==> src/rtl/control_arbiter.sv <==
// Request arbiter issuing opcodes to the datapath over a valid/ready handshake,
// then tracking completion with an optional abort timeout.
//
// state    | meaning
// ---------+--------------------------------------------------------------
// ST_IDLE  | no command outstanding; arbitrate req_in each cycle
// ST_ISSUE | opcode presented with op_valid_out, waiting for op_ready_in
// ST_WAIT  | command accepted (busy_out), waiting for done_in or timeout
module control_arbiter #(
   parameter int NUM_REQ     = 3,
   parameter int OP_W        = 2,
   parameter int RR_MODE     = 0,
   parameter int TIMEOUT_CYC = 16
) (
   input  logic               clk,
   input  logic               reset_n,
   input  logic [NUM_REQ-1:0] req_in,
   input  logic               op_ready_in,
   input  logic               done_in,
   output logic [OP_W-1:0]    opcode_out,
   output logic               op_valid_out,
   output logic [NUM_REQ-1:0] grant_out,
   output logic               busy_out,
   output logic               timeout_out
);

   localparam int IDX_W = (NUM_REQ > 1) ? $clog2(NUM_REQ) : 1;
   localparam int CNT_W = (TIMEOUT_CYC > 0) ? $clog2(TIMEOUT_CYC + 1) : 1;

   typedef enum logic [1:0] {
      ST_IDLE  = 2'd0,
      ST_ISSUE = 2'd1,
      ST_WAIT  = 2'd2
   } state_t;

   state_t             state_q, state_d;
   logic [IDX_W-1:0]   ptr_q, ptr_d;
   logic [IDX_W-1:0]   win_q, win_d;
   logic [CNT_W-1:0]   cnt_q, cnt_d;
   logic [OP_W-1:0]    opcode_q, opcode_d;
   logic               valid_q, valid_d;
   logic [NUM_REQ-1:0] grant_q, grant_d;
   logic               busy_q, busy_d;
   logic               timeout_q, timeout_d;

   logic               pick_found;
   logic [IDX_W-1:0]   pick_idx;
   int                 scan_idx;
   logic [IDX_W-1:0]   ptr_next;

   // Scan order starts at the RR pointer in round-robin mode, at 0 otherwise.
   always_comb begin
      pick_found = 1'b0;
      pick_idx   = '0;
      scan_idx   = 0;
      for (int k = 0; k < NUM_REQ; k++) begin
         if (RR_MODE != 0) begin
            scan_idx = (int'(ptr_q) + k) % NUM_REQ;
         end else begin
            scan_idx = k;
         end
         if (!pick_found && req_in[scan_idx]) begin
            pick_found = 1'b1;
            pick_idx   = IDX_W'(scan_idx);
         end
      end
   end

   always_comb begin
      if (int'(win_q) >= NUM_REQ - 1) begin
         ptr_next = '0;
      end else begin
         ptr_next = win_q + IDX_W'(1);
      end
   end

   always_ff @(posedge clk or negedge reset_n) begin
      if (!reset_n) begin
         state_q   <= ST_IDLE;
         ptr_q     <= '0;
         win_q     <= '0;
         cnt_q     <= '0;
         opcode_q  <= '0;
         valid_q   <= 1'b0;
         grant_q   <= '0;
         busy_q    <= 1'b0;
         timeout_q <= 1'b0;
      end else begin
         state_q   <= state_d;
         ptr_q     <= ptr_d;
         win_q     <= win_d;
         cnt_q     <= cnt_d;
         opcode_q  <= opcode_d;
         valid_q   <= valid_d;
         grant_q   <= grant_d;
         busy_q    <= busy_d;
         timeout_q <= timeout_d;
      end
   end

   always_comb begin
      state_d   = state_q;
      ptr_d     = ptr_q;
      win_d     = win_q;
      cnt_d     = cnt_q;
      opcode_d  = opcode_q;
      valid_d   = valid_q;
      grant_d   = grant_q;
      busy_d    = busy_q;
      timeout_d = 1'b0;

      case (state_q)
         ST_IDLE: begin
            busy_d = 1'b0;
            cnt_d  = '0;
            if (pick_found) begin
               win_d    = pick_idx;
               opcode_d = OP_W'(int'(pick_idx) + 1);
               grant_d  = NUM_REQ'(1) << pick_idx;
               valid_d  = 1'b1;
               state_d  = ST_ISSUE;
            end else begin
               opcode_d = '0;
               grant_d  = '0;
               valid_d  = 1'b0;
            end
         end

         // Opcode and grant stay frozen here; req_in is not looked at.
         ST_ISSUE: begin
            if (valid_q && op_ready_in) begin
               valid_d = 1'b0;
               busy_d  = 1'b1;
               cnt_d   = '0;
               ptr_d   = ptr_next;
               state_d = ST_WAIT;
            end
         end

         // done_in is checked first so a same-cycle completion suppresses the timeout.
         ST_WAIT: begin
            if (done_in) begin
               busy_d   = 1'b0;
               grant_d  = '0;
               opcode_d = '0;
               cnt_d    = '0;
               state_d  = ST_IDLE;
            end else if ((TIMEOUT_CYC != 0) && (cnt_q == CNT_W'(TIMEOUT_CYC - 1))) begin
               timeout_d = 1'b1;
               busy_d    = 1'b0;
               grant_d   = '0;
               opcode_d  = '0;
               cnt_d     = '0;
               state_d   = ST_IDLE;
            end else if (cnt_q != '1) begin
               cnt_d = cnt_q + CNT_W'(1);
            end
         end

         default: begin
            state_d  = ST_IDLE;
            opcode_d = '0;
            valid_d  = 1'b0;
            grant_d  = '0;
            busy_d   = 1'b0;
            cnt_d    = '0;
         end
      endcase
   end

   assign opcode_out   = opcode_q;
   assign op_valid_out = valid_q;
   assign grant_out    = grant_q;
   assign busy_out     = busy_q;
   assign timeout_out  = timeout_q;

endmodule

==> config.mk <==
export PLATFORM = sky130hd
export DESIGN_NAME = control_arbiter
export DESIGN_NICKNAME = d
export VERILOG_FILES = /design/src/rtl/control_arbiter.sv
export SDC_FILE = /design/constraint.sdc
export NUM_CORES = 1
export LEC_CHECK = 0
export CORE_AREA = 2 2 41 43
export CTS_BUF_LIST = sky130_fd_sc_hd__clkbuf_8
export DETAILED_ROUTE_END_ITERATION = 10
export DIE_AREA = 0 0 43 45
export PLACE_DENSITY_LB_ADDON = 0.12
export SETUP_SLACK_MARGIN = 0.05
export SYNTH_ARGS = -nofsm -noshare
export SYNTH_HDL_FRONTEND = slang
export SYNTH_SLANG_ARGS = --single-unit
==> constraint.sdc <==
create_clock -name clk -period 2.15 [get_ports clk]
set_input_delay 0.645 -clock clk [delete_from_list [all_inputs] [get_ports clk]]
set_output_delay 0.645 -clock clk [all_outputs]
set_load 0.01 [all_outputs]
**Word-level counts from Yosys, hierarchy flattened**

Cells that the tools add are included.
W data, S select, Z words.

- Add/subtract/negate cells: 2
- Eq/ne operators: 8
- Shift operators: 1
- Muxes and demuxes: 31
- Bitwise gates (word level): 2
- Reduce and logical (&&, ||, !) cells: 11

Operators with widths:

| kind | number |
|---|---|
| $mux W5 | 4 |
| $mux W1 | 12 |
| $mux W2 | 6 |
| $pmux W2 S3 | 2 |
| $pmux W5 S2 | 1 |
| $mux W3 | 3 |
| $pmux W3 S3 | 1 |
| $reduce_and A2 Y1 | 4 |
| $add A5 B1 Y5 const B | 1 |
| $eq A5 B4 Y1 const B | 1 |
| $ne A5 B5 Y1 const B | 1 |
| $ne A2 B2 Y1 const B | 2 |
| $ne A4 B4 Y1 const B | 1 |
| $logic_and A1 B1 Y1 | 3 |
| $ne A3 B3 Y1 const B | 1 |
| $pmux W1 S3 | 1 |
| $reduce_and A3 Y1 | 1 |
| $shl A1 B2 Y3 const A | 1 |
| $add A2 B1 Y2 const B | 1 |
| $eq A2 B1 Y1 const B | 1 |
| $eq A2 B2 Y1 const B | 1 |
| $logic_not A1 Y1 | 2 |
| $logic_not A2 Y1 | 1 |
| $not A1 Y1 | 2 |
| $pmux W1 S2 | 1 |

- Register bits after elaboration: 15
- Bits of input ports: 7
- Output and inout bits: 8
- Word-level logic and storage cells: 62

**Logic depth before layout (Yosys ltp)**

- Depth after elaboration: 10
- Depth in mapped cells: 5
- Depth with buffers taken out: 4

**Worst setup path before layout**

No wires, ideal clock.

- Path type: input to register
- Start point: input done_in
- End point: register cnt_q[3]
- Library setup time: 0.063 ns
- Data arrival time: 1.284 ns
- Data required time: 2.087 ns
- Path slack: 0.803 ns
- Cell stages on the path: 3
- Path buffers: 0
- Path through: nor3b_4 -> o211ai_2 -> o2bb2a_4

- Longest elaborated chain between the ends: 2

Ends and longest elaborated chain:

| item | line | source |
|---|---|---|
| start: declaration | 19 | `input logic done_in,` |
| $ne A4 B4 Y1 (no line) or $mux W5 (tied branches) | n/a |  |
| $reduce_and A2 Y1 (no line) or $pmux W5 S2 (tied branches) | n/a |  |
| end signal: assignment | 92 | `cnt_q <= cnt_d;` |
| end: declaration | 39 | `logic [CNT_W-1:0] cnt_q, cnt_d;` |

Parallel ways exist; a longest one is shown, timed or not.
A chain may end at the register's enable or synchronous reset.

**Final worst setup path**

- Start point: register valid_q, in the netlist op_valid_out
- End point: output op_valid_out

RTL lines:

| item | line | source |
|---|---|---|
| start: declaration | 41 | `logic valid_q, valid_d;` |
| start signal: assignment | 94 | `valid_q <= valid_d;` |
| end: declaration | 21 | `output logic op_valid_out,` |

No word-level cell between the ends.

==> results.ini <==
[clocking]
cts_tree=done
clock_latency_ps=240
hold_buffers=0
postCtsSetupBuffers=0
clock_sinks=15
htree_levels=1
clkTransAtPathRegs_ps=60
cts_buffer_depth=2
cts_buffers=3
cts-root-buf=clkbuf_8
ctsResizeCount=0

[power_and_ir_drop]
clkPwrFrac_pct=19.2
p_seq_share_pct=41.3
ir_drop_mv=0.7433
p_sw_uw=440.8
p_comb_share_pct=39.6
internal_power_uw=728.3
power.leakage_uw=0.0004409
power_uw=1169
p_per_area_nw_per_um2=1155
swShare_pct=37.71

[die]
rows=14
core_sq_um=1471
initial_utilization_pct=55.78
die_h_um=45
dieArea_sq_um=1935
pin_count=15
dieWidth_um=43

[timing]
period_share_pct=86.20
slew_viol_final=0
hold_violations=0
rsz0062_at_grt=false
skew_ps=4.709
setup-tns-final_ps=0
tightest_slew_ps=419.4
finalSetupViolCount=0
fmax_ghz=0.5396
worst_slack_ps=296.6
relSlewSlack_pct=72.01
fin_crit_ps=1853

[yosys]
avgSynthCellArea_sq_um=9.889
netlist_instances=83
ys_seq_area_share_pct=45.73
synth.distinct_cells=31
syn_nets=91
syn_area_sq_um=820.8
synth.top_cell.area_share_pct=45.73
synth_area_leaders=dfrtp_1 46%, o2bb2a_4 4.9%, nand2_1 4.6%, a32oi_1 4.3%, nand3_1 4.3%
ys.warnings.count=0
synth_area_leader_cell=dfrtp_1
synth-seq-cells=15

[worst_setup_path]
max_stage_delay_ps=560
worst_setup_path_start_kind=flop
rrSetupSlack_ps=600
critPathMaxFanout=5
critPathKind=flop to output port
slowest_stage=clkdlybuf4s50_1
worst_setup_path_end_kind=output port
crit_chain=clkdlybuf4s50_1
required_ps=1500
worst-path-buf-inv=1
cp.arrival_ps=1210
r2r_cells=4
r2r-start=cnt_q[0]
path_delay_family=buffers and inverters
r2r_end=grant_out[1]

[finish]
finish.net_count=108
drive_gt1_share_pct=11.11
syn_to_final_growth_pct=23.32
layout_commonest_cell=dfrtp_1
fillers=126
final_cell_mix=15 x dfrtp_1, 14 x clkdlybuf4s50_1, 10 x nand2_1, 7 x nand3_1, 5 x inv_1
multi_input_area_sq_um=401.6
seq_area_sq_um=375.4
antennaDiodeCount=0
final_area_sq_um=1012

[drt]
routedWlPerCell_um=15.32
drc=0
finalWirelength_mm=1.762
dr_total_vias=695
final_antenna_net_count=0
vias_per_cell=6.043
drt-initial-drc-count=12
dr.pass1.iters=4

[global_routing]
overflow=0
grt_pass1_wl_mm=2.849
grt_max_degree=16
grt_usage_pct=20.41
grt_pass1_vias=639
antenna_found_initial=0

[flow_run]
drv_cap=0

[placed_design]
io_buffers=14
hpwl_mm=1.210
routabilityCongestion=0.7431
placed_area_sq_um=967.2
dpl_worst_slack_ps=200.1

[min_path]
min-delay-path-class=flop to flop
hp-start=busy_out
holdPathStages=2
min_delay_worst_endpoint=busy_out

[status]
outcome=finished clean

==> synthesized netlist by cell type <==
master / n
o21ai_0: 3
a32o_1: 1
or2_2: 1
nand4b_2: 1
nand2_1: 10
and3_1: 1
o21a_1: 1
nand3_1: 7
and2_1: 1
a22oi_1: 1
buf_4: 1
buf_2: 2
nor2b_1: 3
o31ai_1: 1
ha_1: 1
a31oi_1: 2
a21oi_1: 4
nor3_1: 1
a21boi_1: 1
o2bb2a_4: 2
nor2_1: 2
nand2b_1: 1
o211ai_2: 1
buf_6: 1
nand4_1: 3
dfrtp_1: 15
nor3b_4: 1
o21ai_1: 4
a32oi_1: 4
o22ai_1: 2
inv_1: 4
==> power groups by stage <==
stage	clock network (uW)	registers, uW	logic (uW)
floorplan	0	457	308
global placement	0	479	451
detailed placement	0	484	459
CTS	228	480	462
global route	240	492	504
finish	224	482	463
==> flip-flops by register name, indices dropped and copies added, names as in the netlist <==
name	cells
opcode_out	2
timeout_out	1
busy_out	1
op_valid_out	1
state_q	2
grant_out	3
cnt_q	5
==> cell type report <==
class	count	area share [%]
well taps	16	1.978
clock buffers	3	4.079
inverters	4	1.483
repair buffers	16	15.33
flip-flops and latches	15	37.08
clock inverters	1	0.3708
multi-input cells	60	39.68
==> through the flow <==
stage	std cells	hold slack, ps	util, %
global route	115	543.2	68.79
floorplan	83	349.4	-
finish	115	523.0	68.79
detailed placement	111	513.2	65.73
global placement	111	498.7	65.73
CTS	115	527.6	68.79
==> worst max-delay path by stage <==
stage | from | endpoint | slack [ps] | cells after the start
6_report | op_valid_out | op_valid_out | 300 | 1
2_1_floorplan | done_in | cnt_q[3] | 800 | 3
5_1_grt | op_valid_out | op_valid_out | 260 | 1
4_1_cts | op_valid_out | op_valid_out | 290 | 1
3_3_place_gp | done_in | cnt_q[3] | 230 | 4
3_5_place_dp | done_in | cnt_q[3] | 200 | 4
==> cells by family (layout without fill, tap and decap cells) <==
kind of cell               Yosys count  in the layout  share of synthesized area, %
AOI/OAI and AO/OA                   27             27                         25.30
adders and majority gates            1              1                         1.524
buffers and inverters                8             24                         5.335
DFF                                 15             15                         45.73
and+or+nand+nor                     32             32                         22.11
==> per-layer routing <==
layer / up-vias / GRT usage (%) / wire, um / part of all wire [%]
li1: 344 / - / - / -
met5: - / 0 / 0 / 0
met2: 17 / 29.70 / 800 / 45
met4: 0 / 13.33 / 35 / 2.0
met3: 4 / 3.600 / 55 / 3.1
met1: 330 / 28.13 / 871 / 49
(Power assumes the default switching activity.)
